File: config.mk
export PLATFORM = sky130hd
export DESIGN_NAME = display_arbiter_flat
export DESIGN_NICKNAME = d
export VERILOG_FILES = /design/src/rtl/display_arbiter_if.sv /design/src/rtl/display_arbiter.sv /design/src/flat_wrapper.sv
export SDC_FILE = /design/constraint.sdc
export NUM_CORES = 1
export LEC_CHECK = 0
export ABC_AREA = 1
export CORE_ASPECT_RATIO = 0.6
export CORE_MARGIN = 3
export CORE_UTILIZATION = 54
export CTS_CLUSTER_SIZE = 24
export DETAILED_ROUTE_END_ITERATION = 16
export GPL_TIMING_DRIVEN = 1
export PLACE_DENSITY_LB_ADDON = 0.12
export SLEW_MARGIN = 30
export SYNTH_ARGS = -nofsm -noshare
export SYNTH_HDL_FRONTEND = slang
export SYNTH_SLANG_ARGS = --single-unit
File: constraint.sdc
create_clock -name clk -period 2.48 [get_ports clk]
set_input_delay 0.496 -clock clk [delete_from_list [all_inputs] [get_ports clk]]
set_output_delay 0.496 -clock clk [all_outputs]
set_load 0.02 [all_outputs]
File: src/rtl/display_arbiter_if.sv
// Requester-side bundle for display_arbiter: request/data from the requesters,
// grant status and the BCD word back toward the display driver.
interface display_arbiter_if;
    logic [2:0]  req;
    logic [15:0] data0;
    logic [15:0] data1;
    logic [15:0] data2;
    logic [2:0]  gnt;
    logic [1:0]  owner;
    logic        busy;
    logic [15:0] bcd_out;

    modport master (
        output req, data0, data1, data2,
        input  gnt, owner, busy, bcd_out
    );

    modport slave (
        input  req, data0, data1, data2,
        output gnt, owner, busy, bcd_out
    );
endinterface

File: src/rtl/display_arbiter.sv
// Round-robin owner of the shared 4-digit display with a minimum hold time per
// grant; every output is a flop, so requester inputs never reach the driver combinationally.
module display_arbiter #(
    parameter int          HOLD_CYCLES  = 50_000_000,
    parameter logic [15:0] IDLE_PATTERN = 16'hFFFF
) (
    input  logic              clk,
    input  logic              rst,
    display_arbiter_if.slave  bus
);
    localparam int             CW     = $clog2(HOLD_CYCLES) + 1;
    localparam logic [CW-1:0]  RELOAD = CW'(HOLD_CYCLES - 1);

    typedef enum logic [1:0] {S_IDLE, S_HOLD, S_OPEN} state_t;

    state_t         state_q, state_d;
    logic [2:0]     gnt_q, gnt_d;
    logic [1:0]     owner_q, owner_d;
    logic [1:0]     last_q, last_d;
    logic           busy_q, busy_d;
    logic [15:0]    bcd_q, bcd_d;
    logic [CW-1:0]  cnt_q, cnt_d;

    logic [15:0]    data_arr [3];
    logic [1:0]     nxt1, nxt2, pick;
    logic           pick_valid, owner_req, others_req, do_grant;

    assign data_arr[0] = bus.data0;
    assign data_arr[1] = bus.data1;
    assign data_arr[2] = bus.data2;

    // Search order starts just after the previous owner and ends on it.
    assign nxt1 = (last_q == 2'd2) ? 2'd0 : last_q + 2'd1;
    assign nxt2 = (nxt1 == 2'd2) ? 2'd0 : nxt1 + 2'd1;

    always_comb begin
        pick_valid = 1'b1;
        pick       = last_q;
        if (bus.req[nxt1])        pick = nxt1;
        else if (bus.req[nxt2])   pick = nxt2;
        else if (bus.req[last_q]) pick = last_q;
        else                      pick_valid = 1'b0;
    end

    assign owner_req  = |(bus.req & gnt_q);
    assign others_req = |(bus.req & ~gnt_q);

    always_comb begin
        state_d  = state_q;
        gnt_d    = gnt_q;
        owner_d  = owner_q;
        last_d   = last_q;
        busy_d   = busy_q;
        bcd_d    = bcd_q;
        cnt_d    = cnt_q;
        do_grant = 1'b0;

        case (state_q)
            S_IDLE: begin
                do_grant = pick_valid;
            end
            S_HOLD: begin
                cnt_d = cnt_q - 1'b1;
                if (cnt_q == CW'(1)) state_d = S_OPEN;
                // Owner that dropped req leaves its last word frozen on screen.
                if (owner_req) bcd_d = data_arr[owner_q];
            end
            S_OPEN: begin
                if (others_req) begin
                    do_grant = 1'b1;
                end else if (!owner_req) begin
                    state_d = S_IDLE;
                    gnt_d   = 3'b000;
                    owner_d = 2'd0;
                    busy_d  = 1'b0;
                    bcd_d   = IDLE_PATTERN;
                end else begin
                    bcd_d = data_arr[owner_q];
                end
            end
            default: begin
                state_d = S_IDLE;
                gnt_d   = 3'b000;
                owner_d = 2'd0;
                busy_d  = 1'b0;
                bcd_d   = IDLE_PATTERN;
                cnt_d   = '0;
            end
        endcase

        if (do_grant) begin
            gnt_d   = 3'(3'b001 << pick);
            owner_d = pick;
            last_d  = pick;
            busy_d  = 1'b1;
            cnt_d   = RELOAD;
            bcd_d   = data_arr[pick];
            state_d = (HOLD_CYCLES == 1) ? S_OPEN : S_HOLD;
        end
    end

    always_ff @(posedge clk or posedge rst) begin
        if (rst) begin
            state_q <= S_IDLE;
            gnt_q   <= 3'b000;
            owner_q <= 2'd0;
            last_q  <= 2'd2;
            busy_q  <= 1'b0;
            bcd_q   <= IDLE_PATTERN;
            cnt_q   <= '0;
        end else begin
            state_q <= state_d;
            gnt_q   <= gnt_d;
            owner_q <= owner_d;
            last_q  <= last_d;
            busy_q  <= busy_d;
            bcd_q   <= bcd_d;
            cnt_q   <= cnt_d;
        end
    end

    assign bus.gnt     = gnt_q;
    assign bus.owner   = owner_q;
    assign bus.busy    = busy_q;
    assign bus.bcd_out = bcd_q;
endmodule

File: src/flat_wrapper.sv
// flat-port wrapper written by rule: the top's interface ports become plain ports
module display_arbiter_flat 
#(
    parameter int          HOLD_CYCLES  = 50_000_000,
    parameter logic [15:0] IDLE_PATTERN = 16'hFFFF
)
  (clk, rst, bus_req, bus_data0, bus_data1, bus_data2, bus_gnt, bus_owner, bus_busy, bus_bcd_out);
  display_arbiter_if bus_i ();
  input  logic clk;
  input  logic rst;
  input wire logic [$bits(bus_i.req)-1:0] bus_req;
  input wire logic [$bits(bus_i.data0)-1:0] bus_data0;
  input wire logic [$bits(bus_i.data1)-1:0] bus_data1;
  input wire logic [$bits(bus_i.data2)-1:0] bus_data2;
  output wire logic [$bits(bus_i.gnt)-1:0] bus_gnt;
  output wire logic [$bits(bus_i.owner)-1:0] bus_owner;
  output wire logic [$bits(bus_i.busy)-1:0] bus_busy;
  output wire logic [$bits(bus_i.bcd_out)-1:0] bus_bcd_out;
  assign bus_i.req = bus_req;
  assign bus_i.data0 = bus_data0;
  assign bus_i.data1 = bus_data1;
  assign bus_i.data2 = bus_data2;
  assign bus_gnt = bus_i.gnt;
  assign bus_owner = bus_i.owner;
  assign bus_busy = bus_i.busy;
  assign bus_bcd_out = bus_i.bcd_out;
  display_arbiter #(.HOLD_CYCLES(HOLD_CYCLES), .IDLE_PATTERN(IDLE_PATTERN)) u_core (.clk(clk), .rst(rst), .bus(bus_i));
endmodule
# Word level (Yosys, flattened, before mapping)

Index checks and enable logic that the tools add are counted.

Register bits: 53
Output and inout port bits: 22
Word-level logic and storage cells: 84

Add/subtract/negate cells: 3
$lt $le $gt $ge: 5
Eq/ne operators: 12
Shifts and indexed selects: 1
Muxes and demuxes: 43
Bitwise logic cells: 5
Reduce and logical (&&, ||, !) cells: 8

Operators with widths:

| operator              | count |
|---|---|
| $mux 16               | 8 |
| $bmux 16 s2           | 2 |
| $pmux 27 s2           | 1 |
| $pmux 16 s3           | 1 |
| $eq 27x1->1 const B   | 1 |
| $mux 27               | 1 |
| $sub 27x1->27 const B | 1 |
| $mux 2                | 9 |
| $mux 1                | 10 |
| $lt 2x3->1 const B    | 3 |
| $mux 3                | 3 |
| $and 3x3->3           | 2 |
| $bmux 1 s2            | 3 |
| $eq 2x2->1 const B    | 3 |
| $ge 3x3->1 const B    | 2 |
| $ne 2x1->1 const B    | 3 |
| $ne 3x1->1 const B    | 2 |
| $ne 3x3->1 const B    | 2 |
| $not 2->3             | 2 |
| $pmux 2 s3            | 1 |
| $pmux 3 s2            | 1 |
| $reduce_and 3->1      | 2 |
| $reduce_or 3->1       | 2 |
| $add 2x1->2 const B   | 2 |
| 8 further kinds       | 10 |

# Logic depth before layout (Yosys ltp)

Gate-level depths: netlist (run 1).

Depth after elaboration: 13
Depth in mapped cells: 14
Mapped depth without buffers: 14

# Worst setup path before layout (run 1)

Ideal clock, no wire load.

Path kind: register to register
Start: register u_core.state_q[0]
End: register u_core.gnt_q[1] (netlist: u_core.bus.gnt[1])
Library setup time: 0.126 ns
Data arrival time: 1.745 ns
Data required time: 2.354 ns
Setup slack: 0.608 ns
Cell stages (with the launch flop): 11
Path buffers: 2
Period minus slack after synthesis: 1.872 ns
Cells stage by stage: dfrtp_1 inv_1 ha_1 buf_2 nor2_1 inv_1 clkbuf_1 nand3_1 nand2_1 nand2_1 o21ai_0

Cells in the longest elaborated chain, start to end: 4

RTL lines:

| item                                                               | line                   | text |
|---|---|---|
| start: declaration                                                 | display_arbiter.sv:16  | `state_t state_q, state_d;` |
| start signal: assignment                                           | display_arbiter.sv:112 | `state_q <= state_d;` |
| $eq 2x2->1, or another cell as far along                           | display_arbiter.sv:58  | `case (state_q)` |
| $pmux 1 s2 / $reduce_or 2->1 (equally long branches)               | --                     |  |
| $ne 3x3->1 (no source line), or another cell as far along          | --                     |  |
| $reduce_and 3->1 (no source line) / $mux 3 (equally long branches) | --                     |  |
| end signal: assignment                                             | display_arbiter.sv:113 | `gnt_q <= gnt_d;` |
| end: declaration                                                   | display_arbiter.sv:17  | `logic [2:0] gnt_q, gnt_d;` |

Several ways; a longest one is shown, not always the timed one.
A chain may end at the register's enable or synchronous reset.

# Worst setup path in the final report (run 1)

Start: register u_core.cnt_q[1]
End: register u_core.cnt_q[22]

Cells in the longest elaborated chain, start to end: 3

RTL lines:

| item                     | line                   | text |
|---|---|---|
| start: declaration       | display_arbiter.sv:22  | `logic [CW-1:0] cnt_q, cnt_d;` |
| start signal: assignment | display_arbiter.sv:118 | `cnt_q <= cnt_d;` |
| $sub 27x1->27            | display_arbiter.sv:63  | `cnt_d = cnt_q - 1'b1;` |
| $pmux 27 s2              | display_arbiter.sv:58  |  |
| $mux 27                  | display_arbiter.sv:91  | `if (do_grant) begin` |

No other way between the ends.

==> results of run 1 <==
==> per-stage QoR <==
step	cells	setup slack (ns)	power [uW]	cell area, sq um
6_report	858	0.215	7690	5390
2_1_floorplan	692	0.608	5350	4370
5_1_grt	858	0.0460	8380	5390
4_1_cts	858	0.260	7610	5390
3_3_place_gp	850	0.149	6650	5240
3_5_place_dp	850	0.0551	6840	5240
==> critical path, delay by kind of cell (launching register included) <==
kind	cells	cell delay [ns]
buf+inv	2	0.21
flops	1	0.37
fa+ha+maj	1	0.26
simple gates	10	1.33
==> what timing repair did <==
| action | in CTS | in global routing |
|---|---|---|
| endpoints found under the setup margin | 0 | 1 |
| resized for setup | 0 | 1 |
| hold buffers | 0 | 0 |
==> how the worst max path moves through the flow <==
stage                                         end  depth (start not counted)                          start  slack (ns)
floorplan           u_core.bus.gnt[1]$_DFFE_PP0P_                         10  u_core.state_q[0]$_DFFE_PP0P_        0.61
global placement      u_core.cnt_q[8]$_DFFE_PP0P_                         10                     bus_req[0]        0.15
detailed placement   u_core.cnt_q[19]$_DFFE_PP0P_                         10                     bus_req[0]        0.06
CTS                  u_core.cnt_q[26]$_DFFE_PP0P_                         12    u_core.cnt_q[1]$_DFFE_PP0P_        0.26
global route         u_core.cnt_q[22]$_DFFE_PP0P_                         13    u_core.cnt_q[1]$_DFFE_PP0P_        0.05
finish               u_core.cnt_q[22]$_DFFE_PP0P_                         13    u_core.cnt_q[1]$_DFFE_PP0P_        0.21
==> layout by cell type, fill, tap and decap left out, types with 3 or more instances in the layout <==
master	n
o21ai_0	77
inv_2	3
nand3b_1	15
dfrtp_1	36
xor2_1	8
nand2_2	3
dfstp_2	17
or2_2	3
nand3_1	111
nor2_1	77
clkdlybuf4s50_1	74
a22oi_1	4
nor3_1	4
nand4_1	9
buf_4	13
ha_1	5
a21oi_1	17
clkbuf_16	5
buf_12	4
o21ai_1	3
inv_1	67
nand2_1	165
a21boi_0	15
==> cell type report <==
cell class,instances,share of cell area
well taps,104,0.0241
flip-flops and latches,53,0.250
clock inverters,1,0.00139
multi-input cells,530,0.477
inverters,72,0.0504
clock buffers,7,0.0265
repair buffers,91,0.170
==> power breakdown <==
| part | switching, uW | leakage (uW) | internal [uW] |
|---|---|---|---|
| clock | 313 | 0.0000701 | 403 |
| combinational | 3330 | 0.00180 | 1920 |
| sequential | 339 | 0.000630 | 1380 |
| total | 3980 | 0.00250 | 3710 |
==> state kept, by name (all words and copies together), names as in the netlist <==
name and count:
u_core.bus.bcd_out 16, u_core.bus.busy 1, u_core.bus.gnt 3, u_core.bus.owner 2, u_core.cnt_q 27, u_core.last_q 2
u_core.state_q 2
==> cells by family (layout without fill, tap and decap cells) <==
kind of cell | Yosys count | count (layout) | share of synthesized area
XOR/XNOR | 8 | 8 | 0.0161
AND/OR/NAND/NOR | 394 | 394 | 0.400
buffers and inverters | 109 | 171 | 0.103
AO/OA/AOI/OAI | 123 | 123 | 0.158
flip-flops | 53 | 53 | 0.309
adder cells (fa/ha/maj) | 5 | 5 | 0.0143
==> layer usage <==
layer / share of wire / track usage / vias to the layer above
li1: - / - / 2389
met5: 0 / 0 / -
met2: 0.44 / 0.460 / 270
met1: 0.45 / 0.397 / 2291
met4: 0.015 / 0.0596 / 0
met3: 0.097 / 0.0631 / 27
==> impl_results.md, run 1 <==
* Max-Cap Viols at 0
* DRT iter0 DRCs at 522
* Main synth FF type: dfrtp_1
* Worst-Margin Slew at 0.495 ns
* Leakage at 0.00250 uW
* Hold path cells at 2
* Total global-route track usage at 0.284
* Post-CTS Setup Inserts at 0
* First-pass GRT wire length at 21000 microns
* CTS tree: yes
* Rows at 24
* VDD IR max at 0.00115 V
* CTS clk-pin slew, worst paths at 0.07 ns
* Routability cong. at 1.02
* Final Util at 0.715
* Ys async rst share at 1.00
* # diodes at 0
* CORE AREA at 7540 sq um
* Commonest cells in the netlist: nand2_1, nand3_1, nor2_1, o21ai_0, inv_1
* Area Growth Syn to Fin at 23.5%
* CP Data Required Time at 2.67 ns
* DRT Pass-1 Iters at 6
* Die area at 9230 sq um
* Die Ht at 75.6 microns
* Fin crit share at 0.913
* Ys Warns at 0
* Worst EP arrival at 2.46 ns
* Clock buffer depth at 2
* Hold Crit Class: flip-flop to flip-flop
* Synth area leaders: dfrtp_1, nand2_1, nand3_1, dfstp_2, o21ai_0
* Antenna violations before repair at 0
* Synth top area share at 0.206
* Vias/cell at 5.80
* R2R Path End: u_core.cnt_q[22]$_DFFE_PP0P_
* Highest Clock Rate at 441 MHz
* Residual DRC at 0
* R2R Setup Slk at 0.21 ns
* Routed length per placed instance at 14.9 microns
* H-tree depth at 2
* Detailed placement HPWL at 9570 microns
* Rel. slew slack at 0.667
* Slew Viols, Final at 0
* Die Span X at 122 microns
* Worst R2R Start: u_core.cnt_q[1]$_DFFE_PP0P_
* CP peak stage delay at 0.37 ns
* Area of the multi-input gates at 2570 sq um
* Vias in the first global route at 4423
* Via count at 4977
* Syn Inst Count at 692
* Status: completed
* Register area share after synthesis at 0.309
* Clock Skew at 0.0109 ns
* Post-synthesis net count at 750
* Initial Util at 0.579
* CP startpoint kind: flip-flop
* RSZ-0062 raised after global routing: no
* Syn_area_per_cell at 6.31 sq um
* FF+latch area at 1350 sq um
* Synthesized area at 4370 sq um
* Later-pin clock latency in the skew report at 0.30 ns
* Min-delay src: u_core.bus.bcd_out[6]$_DFFE_PP1P_
* Layout cell share with drive strength beyond 1 at 0.0769
* Cell breakdown of the critical path: inv_1 -> ha_1 -> nand2_1 -> nor2_4 -> nand2_1 -> nor2_1 -> nand2_1 -> nor2_1 -> nand3_1 -> nand3_1 -> nand2_1 -> nand2_1 -> inv_1
* Most common cell on crit path: nand2_1
* Crit path max fanout at 7
* Largest net degree at the start of global routing at 54
* Final setup viols at 0
* CP Capture Type: flip-flop
* R2R cell count at 13
* PD cells at 1430 nW/um^2
* Post-route minimum period at 2.27 ns
* Fin. Hold Viols at 0
* Post-Route WL at 12800 microns
* IO Port Bufs at 74
* Setup_tns at 0 ns
* Hold_ws at 0.470 ns
* Clock root cell: clkbuf_16
* Critical path class: flip-flop to flip-flop
* Final nets at 811
* Synth unique cells at 34
* Slowest CP cell: dfrtp_1
* Cts bufs inserted at 5
* EDFF count, synth at 0
* Routed Antenna Nets at 0
* GRT overflow at 0
* FILL cells at 637
* Yosys reg bits at 53
* TritonCTS Sinks at 53
* Cell taking the most area after synthesis: dfrtp_1
* I/O pin total at 75
* Most common cell in the netlist: nand2_1
* WHS Endpoint: u_core.bus.bcd_out[6]$_DFFE_PP1P_
Note: power is estimated with default switching activity, not from simulation.
==> inputs of run 2 (changes only) <==
CORE_UTILIZATION = 58   (was 54)
GPL_TIMING_DRIVEN = not set   (was 1)
clock period = 2.7 ns   (was 2.48 ns; I/O delays follow)
==> run 2 against run 1 <==
  * Maximum frequency down 3.3%
  * First-iteration DRC count up 27%
  * Largest power group unchanged
  * Worst setup slack better by 0.14 ns
  * Hold slack better by 0.0012 ns
  * Non-clock buffer count down 1
  * Sequential share of layout area up 0.087 points
  * Critical path type unchanged
  * Cell area down 0.35%
  * Routed wire length up 13%
  * Clock power down 7.8%
  * Total power down 6.1%
==> impl_results.md, run 2 (synthesis gave the netlist of run 1 again) <==
* CP Data Required Time at 2.88 ns (+0.21 ns)
* DRT Pass-1 Iters at 5 (-1)
* CP Capture Type: flip-flop
* Status: completed
* Most frequent cells in the layout: nand2_1, nand3_1, nor2_1, o21ai_0, clkdlybuf4s50_1
* I/O pin total at 75 (unchanged)
* Later-pin clock latency in the skew report at 0.30 ns (about the same)
* Most common cell on crit path: nand2_1
* Clock Skew at 0.00555 ns (-0.00533 ns)
* Residual DRC at 0 (unchanged)
* Die Ht at 73.2 microns (-3.2%)
* Slew Viols, Final at 0 (unchanged)
* Die Span X at 118 microns (-3.3%)
* Max-Cap Viols at 0 (unchanged)
* Post-route minimum period at 2.34 ns (+0.0772 ns)
* PD cells at 1340 nW/um^2 (-5.7%)
* Initial Util at 0.624 (+0.0451)
* CTS tree: yes
* Cell breakdown of the critical path: inv_1 -> ha_1 -> nand2_1 -> nor2_4 -> nand2_1 -> nor2_1 -> nand2_1 -> nor3_2 -> nand3_1 -> nand2_1 -> nor2_1
* Largest net degree at the start of global routing at 54 (unchanged)
* # diodes at 0 (unchanged)
* Worst EP arrival at 2.53 ns (+0.07 ns)
* Final Util at 0.768 (+0.0530)
* CP startpoint kind: flip-flop
* Die area at 8640 sq um (-6.5%)
* Most common cell after layout, fill and taps aside: nand2_1
* Post-CTS Resized at 0 (unchanged)
* Clock buffer depth at 2 (unchanged)
* DRT iter0 DRCs at 662 (+27%)
* Post-Route WL at 14500 microns (+13%)
* First-pass GRT wire length at 23900 microns (+14%)
* FILL cells at 542 (-15%)
* Fin crit share at 0.868 (-0.0458)
* Slowest CP cell: dfrtp_1
* Layout cell share with drive strength beyond 1 at 0.0757 (-0.00123)
* Buffers and inverters on the worst path at 1 (-1)
* Via count at 5165 (+3.8%)
* IO Port Bufs at 74 (unchanged)
* Clock root cell: clkbuf_16
* Rel. slew slack at 0.614 (-0.0532)
* Vias/cell at 6.06 (+4.4%)
* VDD IR max at 0.00129 V (+12%)
* Rows at 23 (-4.2%)
* Hold Buf Count CTS at 0 (unchanged)
* Top reg by flops: u_core.cnt_q
* CP top delay family: simple AND/OR/NAND/NOR gates
* Max reg flops at 27 (unchanged)
* CP peak stage delay at 0.36 ns (about the same)
* Crit path max fanout at 7 (unchanged)
* Detailed placement HPWL at 10600 microns (+11%)
* Fin. Hold Viols at 0 (unchanged)
* Post-CTS Setup Inserts at 0 (unchanged)
* Highest Clock Rate at 427 MHz (-3.3%)
* CTS clk-pin slew, worst paths at 0.07 ns (about the same)
* TritonCTS Sinks at 53 (unchanged)
* RSZ-0062 raised after global routing: no
* CORE AREA at 6990 sq um (-7.2%)
* Critical path class: flip-flop to flip-flop
* Routability cong. at 1.03 (+0.91%)
* Routed length per placed instance at 17.0 microns (+14%)
* Area Growth Syn to Fin at 23.1%
* Routed Antenna Nets at 0 (unchanged)
* Antenna violations before repair at 0 (unchanged)
* Leakage at 0.00249 uW (-0.47%)
* Vias in the first global route at 4769 (+7.8%)
* Cts bufs inserted at 5 (unchanged)
* Worst-Margin Slew at 0.578 ns (+0.0830 ns)
* Setup_tns at 0 ns (unchanged)
* Hold Crit Class: flip-flop to flip-flop
* Final setup viols at 0 (unchanged)
* GRT overflow at 0 (unchanged)
* Final nets at 810 (-0.12%)
* H-tree depth at 2 (unchanged)
* Total global-route track usage at 0.345 (+0.0609)
## run 2: cell types whose count changed in the layout (fill, tap and decap cells not counted), sizes merged
cell,previous run,this run
buf,17,16
clkinvlp,1,2
clkbuf,7,6
## run 2: worst paths after layout
kind | start | to | slack [ns] | depth (start not counted)
worst min register to register | u_core.bus.bcd_out[10]$_DFFE_PP1P_ | u_core.bus.bcd_out[10]$_DFFE_PP1P_ | 0.47 | 2
worst max register to register | u_core.cnt_q[1]$_DFFE_PP0P_ | u_core.cnt_q[26]$_DFFE_PP0P_ | 0.36 | 11
worst max-delay path | u_core.cnt_q[1]$_DFFE_PP0P_ | u_core.cnt_q[26]$_DFFE_PP0P_ | 0.36 | 11
max in group asynchronous | rst | u_core.last_q[1]$_DFFE_PP1N_ | 1.78 | 3
min in group asynchronous | rst | u_core.cnt_q[14]$_DFFE_PP0P_ | 0.60 | 3
worst min-delay path | u_core.bus.bcd_out[10]$_DFFE_PP1P_ | u_core.bus.bcd_out[10]$_DFFE_PP1P_ | 0.47 | 2
## run 2: worst register-to-register path, stage by stage (launching register included)
cell and delay (ns):
dfrtp_1 0.36, inv_1 0.17, ha_1 0.28, nand2_1 0.19, nor2_4 0.19, nand2_1 0.13
nor2_1 0.20, nand2_1 0.15, nor3_2 0.31, nand3_1 0.13, nand2_1 0.08, nor2_1 0.04
## run 2: final cells by class
type / instances / area (sq um) / area share
timing repair buffer: 90 / 911 / 0.170
clock buffer: 6 / 129 / 0.0240
sequential: 53 / 1350 / 0.251
clock inverter: 2 / 15.0 / 0.00279
inverter: 72 / 272 / 0.0505
multi-input combinational: 530 / 2570 / 0.479
tap: 100 / 125 / 0.0233
## run 2: metal layers
metal / share of wire / GRT usage / vias to the layer above
li1: - / - / 2396
met1: 0.43 / 0.512 / 2352
met2: 0.41 / 0.513 / 387
met3: 0.14 / 0.0782 / 30
met4: 0.016 / 0.0818 / 0
met5: 0 / 0 / -
## run 2: metrics by stage
stage	instance area (sq um)	hold slack (ns)	setup slack [ns]	std cells	power [uW]
after floorplan	4370	0.467	0.828	692	4920
after global placement	5220	0.454	0.320	845	6220
after detailed placement	5220	0.459	0.239	845	6400
after CTS	5370	0.470	0.308	853	7070
after global routing	5370	0.485	0.178	853	7800
final	5370	0.471	0.357	853	7220
## run 2: power breakdown
group          total, uW  internal [uW]  leakage (uW)  switching, uW
sequential          1590           1270      0.000630            326
clock                659            345     0.0000631            313
combinational       4970           1770       0.00180           3200
